**config.mk**
```make
export PLATFORM = sky130hd
export DESIGN_NAME = cache_arbiter
export DESIGN_NICKNAME = d
export VERILOG_FILES = /design/src/rtl/cache_arbiter.sv
export SDC_FILE = /design/constraint.sdc
export NUM_CORES = 1
export LEC_CHECK = 0
export CAP_MARGIN = 5
export CORE_AREA = 4 4 317 319
export DETAILED_ROUTE_END_ITERATION = 16
export DIE_AREA = 0 0 321 323
export DONT_BUFFER_PORTS = 1
export HOLD_SLACK_MARGIN = 0.12
export MAX_ROUTING_LAYER = met4
export PLACE_DENSITY = 0.3
export SETUP_SLACK_MARGIN = 0.02
export SYNTH_ARGS = -nofsm -noshare
export SYNTH_HDL_FRONTEND = slang
export SYNTH_SLANG_ARGS = --single-unit
export TNS_END_PERCENT = 50
```
**constraint.sdc**
```tcl
create_clock -name clk -period 3.8 [get_ports clk]
set_clock_uncertainty 0.15 [all_clocks]
set_input_delay 0.38 -clock clk [delete_from_list [all_inputs] [get_ports clk]]
set_output_delay 0.38 -clock clk [all_outputs]
set_load 0.05 [all_outputs]
```
**src/rtl/cache_arbiter.sv**
```systemverilog
// rtl/cache_arbiter.sv - round-robin arbiter sharing one physical-memory port between icache and dcache
//   clk, reset           : rising-edge clock, asynchronous active-high reset
//   i_pmem_* / d_pmem_*  : icache / dcache pmem-side interfaces (read, write, address, wdata in; rdata, resp out)
//   pmem_*               : shared physical-memory port (read, write, address, wdata out; rdata, resp in)
module cache_arbiter #(
  parameter int ADDR_WIDTH  = 16,
  parameter int BLOCK_WIDTH = 128
) (
  input  logic                   clk,
  input  logic                   reset,
  input  logic                   i_pmem_read,
  input  logic                   i_pmem_write,
  input  logic [ADDR_WIDTH-1:0]  i_pmem_address,
  input  logic [BLOCK_WIDTH-1:0] i_pmem_wdata,
  output logic [BLOCK_WIDTH-1:0] i_pmem_rdata,
  output logic                   i_pmem_resp,
  input  logic                   d_pmem_read,
  input  logic                   d_pmem_write,
  input  logic [ADDR_WIDTH-1:0]  d_pmem_address,
  input  logic [BLOCK_WIDTH-1:0] d_pmem_wdata,
  output logic [BLOCK_WIDTH-1:0] d_pmem_rdata,
  output logic                   d_pmem_resp,
  output logic                   pmem_read,
  output logic                   pmem_write,
  output logic [ADDR_WIDTH-1:0]  pmem_address,
  output logic [BLOCK_WIDTH-1:0] pmem_wdata,
  input  logic [BLOCK_WIDTH-1:0] pmem_rdata,
  input  logic                   pmem_resp
);

  typedef enum logic [1:0] {
    IDLE    = 2'd0,
    GRANT_I = 2'd1,
    GRANT_D = 2'd2
  } state_t;

  state_t state_q, state_d;
  logic   last_grant_q, last_grant_d;  // 0 = icache served last, 1 = dcache

  logic req_i, req_d;
  assign req_i = i_pmem_read | i_pmem_write;
  assign req_d = d_pmem_read | d_pmem_write;

  always_comb begin
    state_d      = state_q;
    last_grant_d = last_grant_q;
    unique case (state_q)
      IDLE: begin
        // On a tie the side that was not served last wins.
        if (req_i && (!req_d || last_grant_q)) begin
          state_d      = GRANT_I;
          last_grant_d = 1'b0;
        end else if (req_d) begin
          state_d      = GRANT_D;
          last_grant_d = 1'b1;
        end
      end
      // Always pass through IDLE after a completion so the served cache can
      // drop its request before it is considered again.
      GRANT_I, GRANT_D: begin
        if (pmem_resp) state_d = IDLE;
      end
      default: state_d = IDLE;
    endcase
  end

  always_ff @(posedge clk or posedge reset) begin
    if (reset) begin
      state_q      <= IDLE;
      last_grant_q <= 1'b1;
    end else begin
      state_q      <= state_d;
      last_grant_q <= last_grant_d;
    end
  end

  // Port mux is decoded straight from the state flop so an async reset
  // silences the memory port without waiting for a clock edge.
  always_comb begin
    pmem_read    = 1'b0;
    pmem_write   = 1'b0;
    pmem_address = '0;
    pmem_wdata   = '0;
    i_pmem_resp  = 1'b0;
    d_pmem_resp  = 1'b0;
    unique case (state_q)
      GRANT_I: begin
        pmem_write   = i_pmem_write;
        pmem_read    = i_pmem_read & ~i_pmem_write;  // write wins a read/write conflict
        pmem_address = i_pmem_address;
        pmem_wdata   = i_pmem_wdata;
        i_pmem_resp  = pmem_resp;
      end
      GRANT_D: begin
        pmem_write   = d_pmem_write;
        pmem_read    = d_pmem_read & ~d_pmem_write;
        pmem_address = d_pmem_address;
        pmem_wdata   = d_pmem_wdata;
        d_pmem_resp  = pmem_resp;
      end
      default: ;
    endcase
  end

  // Read data goes to both caches; only the granted side sees resp.
  assign i_pmem_rdata = pmem_rdata;
  assign d_pmem_rdata = pmem_rdata;

endmodule

```
==> results.json, run 1 <==
{
  "status": "finished, final reports clean",
  "post-cts-setup-buffers": 0,
  "crit_family": "buffers and inverters",
  "post-route-drc-count": 0,
  "powerDensity_nw_per_um2": 907.6,
  "ys_ff_latch": 3,
  "grt_max_degree": 76,
  "drive_gt1_frac": 0.3460,
  "ant_nets": 0,
  "synth_top_cell_area_share": 0.4416,
  "setup_tns_ns": 0,
  "syn-cell-area_sq_um": 4352,
  "first_pass_iters": 4,
  "crit_chain": "inv_1 -> ha_4 -> buf_4 -> a22oi_1 -> nor2b_1 -> buf_4",
  "clk_pin_slew_worst_paths_ns": 0.03,
  "cts-root-buf": "clkbuf_16",
  "synth_top_family_by_area": "buffers and inverters",
  "ctsLongestPathBuffers": 2,
  "seq_area_frac_synth": 0.01754,
  "cts_buffers": 3,
  "synth_flop_cell": "dfrtp_1",
  "grt_pass1_wl_microns": 36180,
  "syn_inst": 621,
  "crit_fanout": 39,
  "vias_per_cell": 2.154,
  "hp-class": "in2reg",
  "path_buf_inv": 3,
  "irDropWorstVdd_mv": 0.5240,
  "synth_warnings": 0,
  "antenna_found_initial": 8,
  "synth_area_leaders": "buf_4 44%, a22oi_1 25%, nor2b_1 21%, clkbuf_1 2.3%, buf_2 1.5%",
  "gp_congestion": 0.7820,
  "crit_path_top_delay_cell": "buf_4",
  "timing.final.setup_violations": 0,
  "drv_slew": 0,
  "slew_headroom": 0.4861,
  "period_needed_ns": 2.886,
  "post-route-period-util": 0.7595,
  "rsz0062_at_grt": "no",
  "fmax_ghz": 0.3465,
  "crit_top_cell": "buf_4",
  "clk_latency_ns": 0.22,
  "maxCapViolCount": 0,
  "die_h_microns": 323,
  "end_kind": "primary output",
  "synthAdderAreaFrac": 0.008626,
  "avgSynthCellArea_sq_um": 7.008,
  "wire_per_inst_microns": 16.69,
  "whs_ns": 0.2216,
  "area_growth_pct": 19.06,
  "portBuffers": 0,
  "arrival_ns": 2.36,
  "worstSetupPathType": "reg2out",
  "start_kind": "register",
  "vias": 3814,
  "fillCellCount": 11580,
  "io_pins": 827,
  "synthArstFlopShare": 1.000,
  "worstMarginPinSlew_ns": 0.7674,
  "dr.first_iter.drc_count": 201,
  "required_ns": 3.27,
  "overflow": 0,
  "p_leak_uw": 0.001413,
  "syn_nets": 1047,
  "fp-row-count": 115,
  "die_area_sq_um": 103700,
  "fp.dieW_microns": 321,
  "start_util": 0.04448,
  "synth_edf_count": 0,
  "wirelength_microns": 29550,
  "grt_use_total": 0.05302,
  "dp_hpwl_microns": 25800,
  "hold_viol": 0,
  "max_stage_delay_ns": 0.47,
  "synth_compound_area_frac": 0.2622,
  "synthXorXnorAreaFrac": 0,
  "yosys.area.top_type": "buf_4",
  "cts_tree": "built",
  "synth_common_cells": "256 x buf_4, 145 x a22oi_1, 145 x nor2b_1, 27 x clkbuf_1, 13 x buf_2",
  "coreArea_sq_um": 97840,
  "synth_simple_gate_area_frac": 0.2214,
  "grt_pass1_vias": 4001,
  "yosysUniqueCellTypes": 23,
  "htreeDepth": 1,
  "synth_mux_area_frac": 0,
  "synth_most_common_cell": "buf_4",
  "fin_nets": 901,
  "cts_sinks": 3
}
==> layout make-up <==
cell class	count	area, sq um	area share
inverters	4	15.01	0.002898
repair buffers	153	1189	0.2294
clock buffers	4	78.83	0.01521
multi-input cells	310	2187	0.4221
flip-flops and latches	3	76.32	0.01473
well taps	1287	1610	0.3108
diodes	10	25.02	0.004830
==> registers in the layout (all words and copies together) (netlist names) <==
| signal | flops |
|---|---|
| last_grant_q | 1 |
| state_q | 2 |
==> power breakdown <==
part	total, uW	switching (uW)	leakage, uW	internal, uW
registers	65.9	15.2	0.0000363	50.7
logic	4470	3080	0.00134	1390
clock network	166	28.1	0.0000382	138
total	4700	3120	0.00141	1580
==> stage by stage <==
stage               total power [uW]  setup slack (ns)  cells  utilization  area, sq um
finish                          4703            0.9141   1771      0.05295         5181
global route                    4998            0.7812   1768      0.05288         5174
CTS                             4814            0.8719   1761      0.05270         5156
detailed placement              4634             1.138   1756      0.05179         5067
global placement                4558             1.278   1756      0.05179         5067
floorplan                       3899             1.360    621            -         4352
==> final timing paths <==
path,start,endpoint,slack (ns),depth (start not counted)
max,state_q[1],pmem_wdata[96],0.91,6
min,d_pmem_write,last_grant_q,0.22,2
max reg2reg,state_q[0],state_q[0],1.83,6
min reg2reg,last_grant_q,last_grant_q,0.45,2
max in group asynchronous,reset,last_grant_q,2.90,2
min in group asynchronous,reset,state_q[0],0.39,2
==> metal layers <==
layer | wire, microns | GRT usage
met4 | 2165 | 0.03598
met5 | 0 | -
met3 | 4116 | 0.03066
met1 | 9341 | 0.04665
met2 | 13930 | 0.08640
==> cells in the final DEF, fill, tap and decap left out, drive strengths merged <==
cell type and instances:
or4 1, a22oi 145, nand2b 1, dfrtp 2
inv 4, dfstp 1, o22ai 3, nor2 1
o21a 1, ha 3, and2 3, nand3b 1
buf 152, nor2b 145, dlygate4sd3 1, nand3 1
diode 10, nand2 1, o21ai 1, o22a 1
clkbuf 4, a21oi 1, a31oi 1
==> cell families after synthesis <==
family | count (synthesis)
adders and majority gates | 3
DFF | 3
buffers and inverters | 308
AOI/OAI and AO/OA | 153
and+or+nand+nor | 154
==> what timing repair did <==
item | 4_1_cts | 5_1_grt
hold buffers | 1 | 0
gates resized for setup | 0 | 0
endpoints found under the hold margin | 3 | 0
(Power assumes the default switching activity.)
==> inputs of run 2 (changes only) <==
Clock period 3.8 ns to 2.8 ns, I/O delays scaled along.
==> results.json, run 2 (synthesized netlist as in run 1, its figures left out) <==
{
  "fin_util": 0.05464,
  "die_h_microns": 323,
  "die_area_sq_um": 103700,
  "final_cell_mix": "145 x a22oi_1, 142 x nor2b_1, 138 x buf_4, 15 x buf_12, 4 x inv_1",
  "wire_per_inst_microns": 16.69,
  "fin_nets": 903,
  "drv_slew": 0,
  "grt_pass1_wl_microns": 36040,
  "cts_buffers": 3,
  "rsz0062_at_grt": "no",
  "grt_use_total": 0.05282,
  "largest_reg_flops": 2,
  "timing.final.setup_violations": 0,
  "cts_resized": 0,
  "hp-class": "in2reg",
  "clk_pin_slew_worst_paths_ns": 0.03,
  "irDropWorstVdd_mv": 0.5608,
  "area_growth_pct": 22.86,
  "start_kind": "register",
  "ant_nets": 0,
  "slew_headroom": 0.6204,
  "vias_per_cell": 2.178,
  "reg_top3": "state_q (2), last_grant_q (1)",
  "drive_gt1_frac": 0.3466,
  "final_common_cell": "a22oi_1",
  "max_stage_delay_ns": 0.40,
  "crit_path_top_delay_cell": "dfrtp_1",
  "post-route-drc-count": 0,
  "maxCapViolCount": 0,
  "crit_chain": "inv_1 -> ha_4 -> buf_12 -> a22oi_1 -> nor2b_1 -> buf_12",
  "p_leak_uw": 0.001460,
  "fp.dieW_microns": 321,
  "stdcell_count": 1772,
  "post-route-period-util": 0.8919,
  "period_needed_ns": 2.497,
  "start_util": 0.04448,
  "dp_hpwl_microns": 25820,
  "first_pass_iters": 5,
  "setup_tns_ns": 0,
  "cts-root-buf": "clkbuf_16",
  "fmax_ghz": 0.4004,
  "gp_congestion": 0.7806,
  "crit_top_cell": "buf_12",
  "reg2reg_slack_ns": 1.16,
  "wirelength_microns": 29580,
  "ctsLongestPathBuffers": 2,
  "io_pins": 827,
  "antenna_found_initial": 9,
  "worstSetupPathType": "reg2out",
  "path_buf_inv": 3,
  "fp-row-count": 115,
  "coreArea_sq_um": 97840,
  "portBuffers": 0,
  "cts_tree": "built",
  "largest_register": "state_q",
  "grt_max_degree": 79,
  "arrival_ns": 2.07,
  "dp.cells": 1757,
  "status": "finished, final reports clean",
  "grt_pass1_vias": 4046,
  "htreeDepth": 1,
  "powerDensity_nw_per_um2": 1230,
  "required_ns": 2.37,
  "crit_family": "buffers and inverters",
  "hold_viol": 0,
  "cts_sinks": 3,
  "worstMarginPinSlew_ns": 0.5734,
  "clk_latency_ns": 0.23,
  "overflow": 0,
  "crit_fanout": 69,
  "dr.first_iter.drc_count": 222,
  "post-cts-setup-buffers": 0,
  "vias": 3860,
  "end_kind": "primary output"
}
-- run 2: final cells by class --
cell class / instances / area (sq um)
multi-input cells: 310 / 2187
diodes: 9 / 22.52
fillers: 11580 / 92500
repair buffers: 155 / 1356
flip-flops and latches: 3 / 76.32
inverters: 4 / 15.01
clock buffers: 4 / 78.83
well taps: 1287 / 1610
-- run 2: power by group --
part	internal (uW)	switching (uW)	total (uW)
Clock	188	38.9	227
Sequential	68.8	19.4	88.2
Combinational	2040	4220	6260
Total	2300	4280	6570
-- run 2: worst paths after layout --
kind / depth (start not counted) / startpoint / end
max reg2reg: 5 / state_q[0] / state_q[0]
min reg2reg: 2 / last_grant_q / last_grant_q
min in group asynchronous: 2 / reset / state_q[0]
max: 6 / state_q[0] / pmem_wdata[79]
min: 2 / d_pmem_read / last_grant_q
max in group asynchronous: 2 / reset / last_grant_q
-- run 2: through the flow --
step | hold slack, ns | power, uW | area [sq um] | worst slack, ns
floorplan | -0.1171 | 5291 | 4352 | 0.4599
global placement | -0.1005 | 6366 | 5225 | 0.6184
detailed placement | -0.09217 | 6480 | 5225 | 0.5286
CTS | 0.1200 | 6719 | 5324 | 0.2897
global route | 0.1239 | 6967 | 5344 | 0.1587
finish | 0.1193 | 6574 | 5346 | 0.3027
-- run 2: per-layer routing --
layer / up-vias / track usage / wire [microns]
li1: 1590 / - / -
met1: 1703 / 0.04684 / 9117
met2: 424 / 0.08664 / 14130
met3: 143 / 0.02909 / 4221
met4: 0 / 0.03598 / 2107
met5: - / - / 0
-- run 2: timing repair --
item | 4_1_cts | 5_1_grt
setup endpoints to repair | 0 | 0
hold buffers | 2 | 0
hold endpoints to repair | 4 | 0
